==> config.mk <==
export PLATFORM = sky130hd
export DESIGN_NAME = vec3_result_buf
export DESIGN_NICKNAME = d
export VERILOG_FILES = /design/src/rtl/vec3_result_buf.sv
export SDC_FILE = /design/constraint.sdc
export NUM_CORES = 1
export LEC_CHECK = 0
export ABC_AREA = 1
export CAP_MARGIN = 20
export CELL_PAD_IN_SITES_DETAIL_PLACEMENT = 1
export CELL_PAD_IN_SITES_GLOBAL_PLACEMENT = 1
export CORE_MARGIN = 2
export CORE_UTILIZATION = 30
export CTS_CLUSTER_DIAMETER = 60
export DETAILED_ROUTE_END_ITERATION = 6
export GPL_ROUTABILITY_DRIVEN = 0
export GPL_TIMING_DRIVEN = 0
export PLACE_DENSITY = 0.64
export SETUP_SLACK_MARGIN = 0.4
export SYNTH_ARGS = -nofsm -noshare
export SYNTH_HDL_FRONTEND = slang
export SYNTH_SLANG_ARGS = --single-unit
==> constraint.sdc <==
create_clock -name clk -period 12.74 [get_ports clk]
set_input_delay 2.548 -clock clk [delete_from_list [all_inputs] [get_ports clk]]
set_output_delay 2.548 -clock clk [all_outputs]
set_load 0.02 [all_outputs]
==> src/rtl/vec3_result_buf.sv <==
// Credit-reserved result FIFO at the tail of a fixed-latency, non-stallable vec3 pipeline.
// Define PATHSY_VEC3_BUF_ERR_EN to drop overflow pushes and raise a sticky err flag.
module vec3_result_buf #(
    parameter int DEPTH = 8,
    parameter int CNT_W = $clog2(DEPTH) + 1
) (
    input  logic        clk,
    input  logic        rst,
    output logic        issue_rdy,
    input  logic        issue_vld,
    input  logic        result_vld,
    input  logic [95:0] result,
    output logic        out_vld,
    output logic [95:0] out,
    input  logic        out_rdy,
    output logic        err
);
    localparam int PTR_W = $clog2(DEPTH);

    logic [95:0]      mem [DEPTH];
    logic [PTR_W-1:0] wr_ptr;
    logic [PTR_W-1:0] rd_ptr;
    logic [CNT_W-1:0] count;
    logic [CNT_W-1:0] reserved;
    logic             push;
    logic             pop;
    logic             issue;

    assign issue_rdy = (reserved < CNT_W'(DEPTH));
    assign issue     = issue_vld & issue_rdy;
    assign out_vld   = (count != '0);
    assign out       = mem[rd_ptr];
    assign pop       = out_vld & out_rdy;

`ifdef PATHSY_VEC3_BUF_ERR_EN
    logic overflow;

    // A pop in the same cycle frees the slot, so only a push into a full, stalled FIFO overflows.
    assign overflow = result_vld && (count == CNT_W'(DEPTH)) && !pop;
    assign push     = result_vld & ~overflow;

    always_ff @(posedge clk) begin
        if (rst) begin
            err <= 1'b0;
        end else if (overflow) begin
            err <= 1'b1;
        end
    end
`else
    assign push = result_vld;
    assign err  = 1'b0;
`endif

    always_ff @(posedge clk) begin
        if (push) begin
            mem[wr_ptr] <= result;
        end
    end

    always_ff @(posedge clk) begin
        if (rst) begin
            wr_ptr   <= '0;
            rd_ptr   <= '0;
            count    <= '0;
            reserved <= '0;
        end else begin
            if (push) begin
                wr_ptr <= wr_ptr + 1'b1;
            end
            if (pop) begin
                rd_ptr <= rd_ptr + 1'b1;
            end
            count    <= count + CNT_W'(push) - CNT_W'(pop);
            reserved <= reserved + CNT_W'(issue) - CNT_W'(pop);
        end
    end
endmodule

Word level (Yosys, flattened, before mapping)
Memory sizes are Yosys's and may differ from the RTL's. A register that Yosys moved wholly into a read port is not among the register bits.
Index checks and enable logic that the tools add are counted.
Cells by class
  $add $sub $neg: 6
  magnitude comparators: 1
  muxes and demuxes: 4
  bitwise logic cells: 2
  reduce and logical (&&, ||, !) cells: 1
Operators with widths (number)
  $add 4x1->4: 2
  $sub 4x1->4: 2
  $add 3x1->3 const B: 2
  $mux 3: 2
  $lt 4x4->1 const B: 1
  $reduce_bool 4->1: 1
  $and 1x1->1: 2
  $mux 1: 2
Storage, ports and cells
  bits in registers: 14
  bits in writable memories: 768
  input bits: 101
  word-level logic and storage cells: 19
  memories kept: 1
Memory list
  mem: depth 8, width 96, read ports 1, clocked after Yosys merged registers in 1, write ports 1, line 20  | logic [95:0] mem [DEPTH];

Longest topological paths before layout
Gate-level depths: netlist of the first run.
  depth after elaboration: 4
  gate-level depth with buffers: 12

Worst setup path after synthesis of the first run
OpenSTA, ideal clock, no wires.
  path type: input-to-reg
  start: in result_vld
  end: mem mem[0][0] (enable)
  arrival time: 6914 ps
  data required time: 12189 ps
  slack: 5274 ps
  stages on the path: 3
  path through: inv_1 > or2_2 > nor2_1
Between the ends
  longest elaborated chain between the ends: 2
Ends and longest elaborated chain
  from (decl): line 11  | input logic result_vld,
  $mux 1: line 55  | if (push) begin
  $mux 1 (not written as such): line 56  | mem[wr_ptr] <= result;
  to (decl): line 20
Every way passes these cells.

==> results.toml, run 1 <==
[hold_path]
hold_path_class = "reg -> reg"
hold_depth = 2

[logic_synthesis]
syn_nets = 3455
async_flop_share_pct = 0
netlist_top_cells_area = "edfxtp_1, nand2_1, inv_1"
ys_top_cells_by_count = "nand2_1, edfxtp_1, inv_1, nand3_1, buf_2"
yosys.area.top_type_share_pct = 68.0
ys_seq_area_share_pct = 69.0
netlist_area_sq_um = 33900
ys_types = 22
synth_seq_cells = 785
synthFlopType = "edfxtp_1"
synth.most_common_cell = "nand2_1"
syn_inst = 3343
syn_area_per_cell_sq_um = 10.1
synth_top_area_cell = "edfxtp_1"
synth_edf_count = 768
synth_warnings = 0

[cts]
cts_resized = 0
htreeDepth = 3
cts_setup_buffers = 0
cts_sinks = 785
cts_tree = "yes"
clock-root-buffer = "clkbuf_16"
cts_buffers = 90
cts.path.max_buffers = 3
clk_pin_slew_ns = 0.06
cts_hold_buf = 0
clock_latency_ns = 0.65

[setup_path]
crit_type = "reg -> out"
required_ns = 10.19
critPathCaptureType = "output pin"
arrival_ns = 3.31
path_max_fanout = 10
cp-start-kind = "flip-flop"
r2r_cells = 12

[grt]
overflow = 0
grt_start_max_net_pins = 28
grt_pass1_wl_um = 149000
antenna_found_initial = 15
grt.total_usage_pct = 17.3
grt_pass1_vias = 24146

[finish]
final_core_utilization_pct = 36.6
fillerInstances = 12624
syn2layout_area_growth_pct = 21.4
final_area_sq_um = 41100
drive_above_1_share_pct = 7.79
seq_area_sq_um = 23400
multi_input_area_sq_um = 7370
fin_cells = 5227
nets = 3776

[timing]
slew_violations = 0
final_hold_viol_count = 0
finClkSkew_ns = 0.0358
worst_pin_slew_ns = 0.946
max_freq_ghz = 0.171
min_period_over_period_pct = 45.9
tns_ns = 0
finalCriticalPeriod_ns = 5.85
setup_ws_ns = 6.89
setup_viol = 0
rsz0062_at_grt = "false"
fin_hold_ws_ns = 0.509
timing.slew.headroom_pct = 36.8

[placement]
io_buffers = 197
placed_cells = 5072
hpwl_um = 66300
post_dp_cell_area_sq_um = 38500
place_ws_ns = 7.51

[die]
core_sq_um = 112000
die_w_um = 340
start_util_pct = 30.2
die_h_um = 340
dieArea_sq_um = 116000
rows = 123
io_pins = 200

[detailed_routing]
first_pass_iters = 5
ant_nets = 0
drtIter0Drc = 1279
vias_per_cell = 4.44
drc = 0
vias = 23210
wl_per_cell_um = 19.2
drt-total-wl_um = 100000

[flow_run]
maxCapViolCount = 0

[status]
outcome = "finished clean"

[power_and_ir_drop]
p_leak_nw = 17.9
irDropWorstVdd_uv = 104
power_mw = 7.35
power.density_nw_per_um2 = 179
-- kinds of logic after synthesis --
group	synth area share (%)
other	0.0111
buffers and inverters	9.39
adder cells (fa/ha/maj)	0.450
AND/OR/NAND/NOR	20.9
flip-flops	69.0
XOR/XNOR	0.0517
AO/OA/AOI/OAI	0.148
-- per-layer routing --
metal	track usage, %	part of all wire (%)	routed length, um
met5	0	0.11	115
met4	5.76	3.1	3110
met3	3.17	5.0	5060
met2	29.7	49	48900
met1	21.9	43	43100
-- power by group --
part	leakage (nW)	switching, mW	total [mW]	internal, mW
registers	7.12	0.0206	2.93	2.91
logic	9.50	1.33	2.02	0.689
clock network	1.31	1.03	2.40	1.37
-- area by class of cell --
cell class,instances,share of cell area [%]
diodes,2,0.0122
plain buffers,150,2.28
clock buffers,108,5.69
clock inverters,45,0.800
inverters,598,5.46
multi-input cells,1810,17.9
flip-flops and latches,785,56.9
well taps,1500,4.56
repair buffers,229,6.39
-- registers in the layout (all words and copies together) (netlist names), named ones only --
signal,flops
mem,768
rd_ptr,3
wr_ptr,3
reserved,4
count,4
-- cells in the final DEF, fill, tap and decap left out --
cell,count
buf_2,83
inv_4,1
conb_1,1
buf_4,22
inv_6,8
bufinv_16,3
inv_1,596
xnor2_1,1
inv_8,2
diode_2,2
nand2_1,1463
o21ai_0,3
buf_12,30
buf_6,25
nand3_1,295
xor2_1,1
nor2_4,8
clkbuf_1,32
clkinv_1,19
or2_2,1
edfxtp_1,768
nor2_1,17
buf_16,2
clkinv_2,10
ha_1,9
clkinv_4,2
clkbuf_16,91
buf_1,5
dfxtp_1,17
clkdlybuf4s50_1,197
a21oi_1,7
inv_2,1
clkinvlp_4,1
nand3b_1,2
fa_1,2
-- critical path, stage by stage, from the launching register on --
cell and delay (ns):
dfxtp_1 0.30, buf_2 0.37, buf_2 0.43, buf_1 0.56, nand2_1 0.11, nand2_1 0.21
clkdlybuf4s50_1 0.64
-- worst paths after layout --
kind / slack (ns) / to / start
max: 6.89 / out[58] / flip-flop
min: 0.51 / wr_ptr[0] / wr_ptr[0]
max reg2reg: 10.53 / count[2] / count[2]
min reg2reg: 0.51 / wr_ptr[0] / wr_ptr[0]
Power figures use the tool's default switching activity.
==> run 2, diff against run 1 <==
clock period = 5.8 ns   (was 12.74 ns; I/O delays follow)
==> results.toml, run 2 (synthesis gave the netlist of run 1 again) <==
[die]
rows = 123
start_util_pct = 30.2
die_h_um = 340
dieArea_sq_um = 116000
io_pins = 200
core_sq_um = 112000
die_w_um = 340

[setup_path]
reg2reg_from = "wr_ptr[0]"
cp_top_family = "buffers and inverters"
crit_type = "reg -> out"
arrival_ns = 3.40
cpMaxStageDelayCell = "clkdlybuf4s50_1"
path_cells = "buf_2, buf_2, buf_1, nand2_1, nand2_1, clkdlybuf4s50_1"
cp-start-kind = "flip-flop"
critPathCaptureType = "output pin"
path_buf_inv = 4
cpPeakStageDelay_ns = 0.67
required_ns = 4.64
worst-r2r-setup-slack_ns = 3.51
timing.rr.end = "mem[2][47]"
path_max_fanout = 10
r2r_cells = 4

[hold_path]
min_to = "rd_ptr[1]"
hold_path_startpoint = "rd_ptr[1]"
hold_path_class = "reg -> reg"
hold_depth = 2

[finish]
final_core_utilization_pct = 36.7
top_register = "mem"
mostFrequentLayoutCells = "nand2_1, edfxtp_1, inv_1"
nets = 3777
largestRegisters = "mem (768), count (4), reserved (4)"
syn2layout_area_growth_pct = 21.8
layout_commonest_cell = "nand2_1"
fillerInstances = 12595
largest_reg_flops = 768
drive_above_1_share_pct = 8.02

[detailed_routing]
wl_per_cell_um = 19.3
vias_per_cell = 4.47
vias = 23405
first_pass_iters = 5
drc = 0
ant_nets = 0
drt-total-wl_um = 101000
drtIter0Drc = 1269

[cts]
clock_latency_ns = 0.64
clock-root-buffer = "clkbuf_16"
cts_setup_buffers = 0
cts_buffers = 89
cts_hold_buf = 0
clk_pin_slew_ns = 0.06
cts_sinks = 785
cts_resized = 0
htreeDepth = 3
cts.path.max_buffers = 3
cts_tree = "yes"

[power_and_ir_drop]
power_frac_seq_pct = 39.6
internal-power_mw = 11.0
clock_power_share_pct = 32.8
power.density_nw_per_um2 = 393
irDropWorstVdd_uv = 238
p_leak_nw = 18.0
power.share.combinational_pct = 27.6
p_sw_mw = 5.27
swShare_pct = 32.4

[timing]
timing.slew.headroom_pct = 41.2
setup_viol = 0
worst_pin_slew_ns = 0.880
max_freq_ghz = 0.219
min_period_over_period_pct = 78.6
finalCriticalPeriod_ns = 4.56
rsz0062_at_grt = "false"
finClkSkew_ns = 0.0311
final_hold_viol_count = 0
slew_violations = 0
fin_hold_ws_ns = 0.502

[grt]
antenna_found_initial = 14
grt_pass1_wl_um = 151000
overflow = 0
grt_start_max_net_pins = 28
grt.total_usage_pct = 17.5
grt_pass1_vias = 24765

[placement]
hpwl_um = 67200
io_buffers = 197

[flow_run]
maxCapViolCount = 0

[status]
outcome = "finished clean"
==> run 2: worst min-delay path: stages, from the launching register on <==
cell and delay [ns]:
dfxtp_1 0.33, nor2_1 0.06, nor2_1 0.08
==> run 2: layout make-up <==
| type | count | area (sq um) | area share, % |
|---|---|---|---|
| Multi-Input combinational cell | 1810 | 7370 | 17.8 |
| Buffer | 150 | 937 | 2.27 |
| Clock inverter | 48 | 387 | 0.937 |
| Inverter | 598 | 2250 | 5.44 |
| Sequential cell | 785 | 23400 | 56.7 |
| Clock buffer | 108 | 2350 | 5.69 |
| Antenna cell | 4 | 10.0 | 0.0242 |
| Tap cell | 1500 | 1880 | 4.55 |
| Timing Repair Buffer | 231 | 2710 | 6.55 |
==> run 2: worst max-delay path by stage <==
| stage | from | end | cells after the start |
|---|---|---|---|
| after floorplan | result_vld | mem[0][0] | 3 |
| after global placement | result_vld | mem[6][46] | 4 |
| after detailed placement | flip-flop | out[94] | 6 |
| after CTS | flip-flop | out[94] | 6 |
| after global routing | flip-flop | out[94] | 6 |
| final | flip-flop | out[94] | 6 |
==> run 2: power by group through the flow <==
stage,registers (mW),logic (mW),clock network [mW]
final,6.44,4.47,5.33
after global routing,6.45,4.94,5.65
after CTS,6.44,4.58,5.45
after detailed placement,6.55,4.55,0
after global placement,6.58,4.44,0
after floorplan,6.56,2.50,0
==> run 2: layer usage <==
metal	vias up	GRT usage [%]	part of all wire, %	wire (um)
li1	11147	-	-	-
met1	11612	22.3	43	43700
met2	476	30.1	49	49600
met3	160	3.14	5.1	5200
met4	10	5.37	2.5	2520
met5	-	0	0.061	62
==> run 2: metrics by stage <==
| stage | area, sq um | std cells | total power [mW] | setup TNS (ns) | setup slack (ns) |
|---|---|---|---|---|---|
| after floorplan | 33900 | 3343 | 9.06 | -106.69 | -0.278 |
| after global placement | 37800 | 5040 | 11.0 | -2698.35 | -5.59 |
| after detailed placement | 38500 | 5074 | 11.1 | 0 | 1.93 |
| after CTS | 41300 | 5230 | 16.5 | 0 | 1.21 |
| after global routing | 41300 | 5231 | 17.0 | 0 | 1.17 |
| final | 41300 | 5234 | 16.2 | 0 | 1.24 |
==> run 3, diff against run 2 <==
clock period = 4.3 ns   (was 5.8 ns; I/O delays follow)
==> results.toml, run 3 (synthesis gave the netlist of run 1 again) <==
[finish]
seq_area_sq_um = 23400
multi_input_area_sq_um = 7370
layout_commonest_cell = "nand2_1"
largestRegisters = "mem (768), count (4), reserved (4)"
nets = 3778
syn2layout_area_growth_pct = 22.4
top_register = "mem"
fillerInstances = 12548
largest_reg_flops = 768
mostFrequentLayoutCells = "nand2_1, edfxtp_1, inv_1"
drive_above_1_share_pct = 8.37

[detailed_routing]
drc = 0
vias_per_cell = 4.42
wl_per_cell_um = 19.2
drt-total-wl_um = 101000
vias = 23150
drtIter0Drc = 1278
first_pass_iters = 5
ant_nets = 0

[setup_path]
arrival_ns = 2.93
crit_type = "reg -> out"
cp-start-kind = "flip-flop"
critPathCaptureType = "output pin"
required_ns = 3.44
worst-r2r-setup-slack_ns = 1.78
path_max_fanout = 10

[die]
core_sq_um = 112000
dieArea_sq_um = 116000
rows = 123
io_pins = 200
die_w_um = 340
die_h_um = 340
start_util_pct = 30.2

[status]
outcome = "finished clean"

[grt]
antenna_found_initial = 14
grt_pass1_vias = 24539
overflow = 0
grt_pass1_wl_um = 149000
grt_start_max_net_pins = 29
grt.total_usage_pct = 17.3

[cts]
clk_pin_slew_ns = 0.06
clock_latency_ns = 0.65
cts.path.max_buffers = 3
cts_sinks = 785
htreeDepth = 3
clock-root-buffer = "clkbuf_16"
cts_tree = "yes"
cts_buffers = 91

[timing]
worst_pin_slew_ns = 0.931
setup_ws_ns = 0.510
finalCriticalPeriod_ns = 3.79
max_freq_ghz = 0.264
finClkSkew_ns = 0.0266
setup_viol = 0
final_hold_viol_count = 0
timing.slew.headroom_pct = 37.8
rsz0062_at_grt = "true"
slew_violations = 0
min_period_over_period_pct = 88.1
tns_ns = 0

[flow_run]
maxCapViolCount = 0

[power_and_ir_drop]
p_leak_nw = 18.2
irDropWorstVdd_uv = 358
power.density_nw_per_um2 = 537

[placement]
io_buffers = 197
hpwl_um = 66800
place_ws_ns = 0.566

[hold_path]
hold_path_class = "reg -> reg"
run 3: timing repair:
action                                  in CTS  in global routing
buffers inserted                             0                  0
gates resized for setup                     19                  7
pin swaps                                    0                  0
endpoints found under the setup margin      54                 11
hold endpoints to repair                     0                  0
hold buffers                                 0                  0
run 3: where the power goes:
group	internal (mW)	total [mW]	switching, mW
logic	2.05	6.02	3.97
clock network	4.43	7.57	3.15
registers	8.62	8.68	0.0629
total	15.1	22.3	7.18
run 3: layout make-up:
cell class,count,share of cell area [%]
Tap cell,1500,4.52
Antenna cell,1,0.00603
Clock buffer,116,5.94
Multi-Input combinational cell,1810,17.8
Timing Repair Buffer,230,6.47
Clock inverter,52,1.11
Inverter,598,5.42
Sequential cell,785,56.4
Buffer,150,2.36
run 3: worst max-delay path: stages (launching register included):
cell	delay [ns]
dfxtp_1	0.39
buf_6	0.16
buf_4	0.30
clkbuf_4	0.31
nand2_1	0.07
nand2_1	0.07
nand2_1	0.04
nand2_1	0.07
nand2_1	0.05
nand2_1	0.15
clkdlybuf4s50_1	0.65
run 3: per-stage QoR:
| stage | total power [mW] | hold WS [ns] | cells | util (%) | area, sq um |
|---|---|---|---|---|---|
| floorplan | 12.2 | 0.469 | 3343 | - | 33900 |
| global route | 23.4 | 0.544 | 5242 | 36.9 | 41500 |
| detailed placement | 14.9 | 0.502 | 5073 | 34.3 | 38500 |
| CTS | 22.6 | 0.510 | 5241 | 36.9 | 41500 |
| finish | 22.3 | 0.510 | 5242 | 36.9 | 41500 |
| global placement | 14.8 | 0.485 | 5040 | 33.6 | 37800 |
run 3: worst paths after layout:
check | start | end | depth (start not counted)
worst max-delay path | flip-flop | out[91] | 10
worst min-delay path | rd_ptr[1] | rd_ptr[1] | 2
worst max register to register | wr_ptr[0] | mem[2][57] | 5
worst min register to register | rd_ptr[1] | rd_ptr[1] | 2
run 3: routing by layer:
| layer | global-route usage, % | up-vias | part of all wire (%) |
|---|---|---|---|
| li1 | - | 11143 | - |
| met4 | 5.76 | 20 | 2.6 |
| met1 | 21.6 | 11379 | 43 |
| met3 | 3.44 | 163 | 5.1 |
| met2 | 29.8 | 445 | 49 |
| met5 | 0 | - | 0.12 |
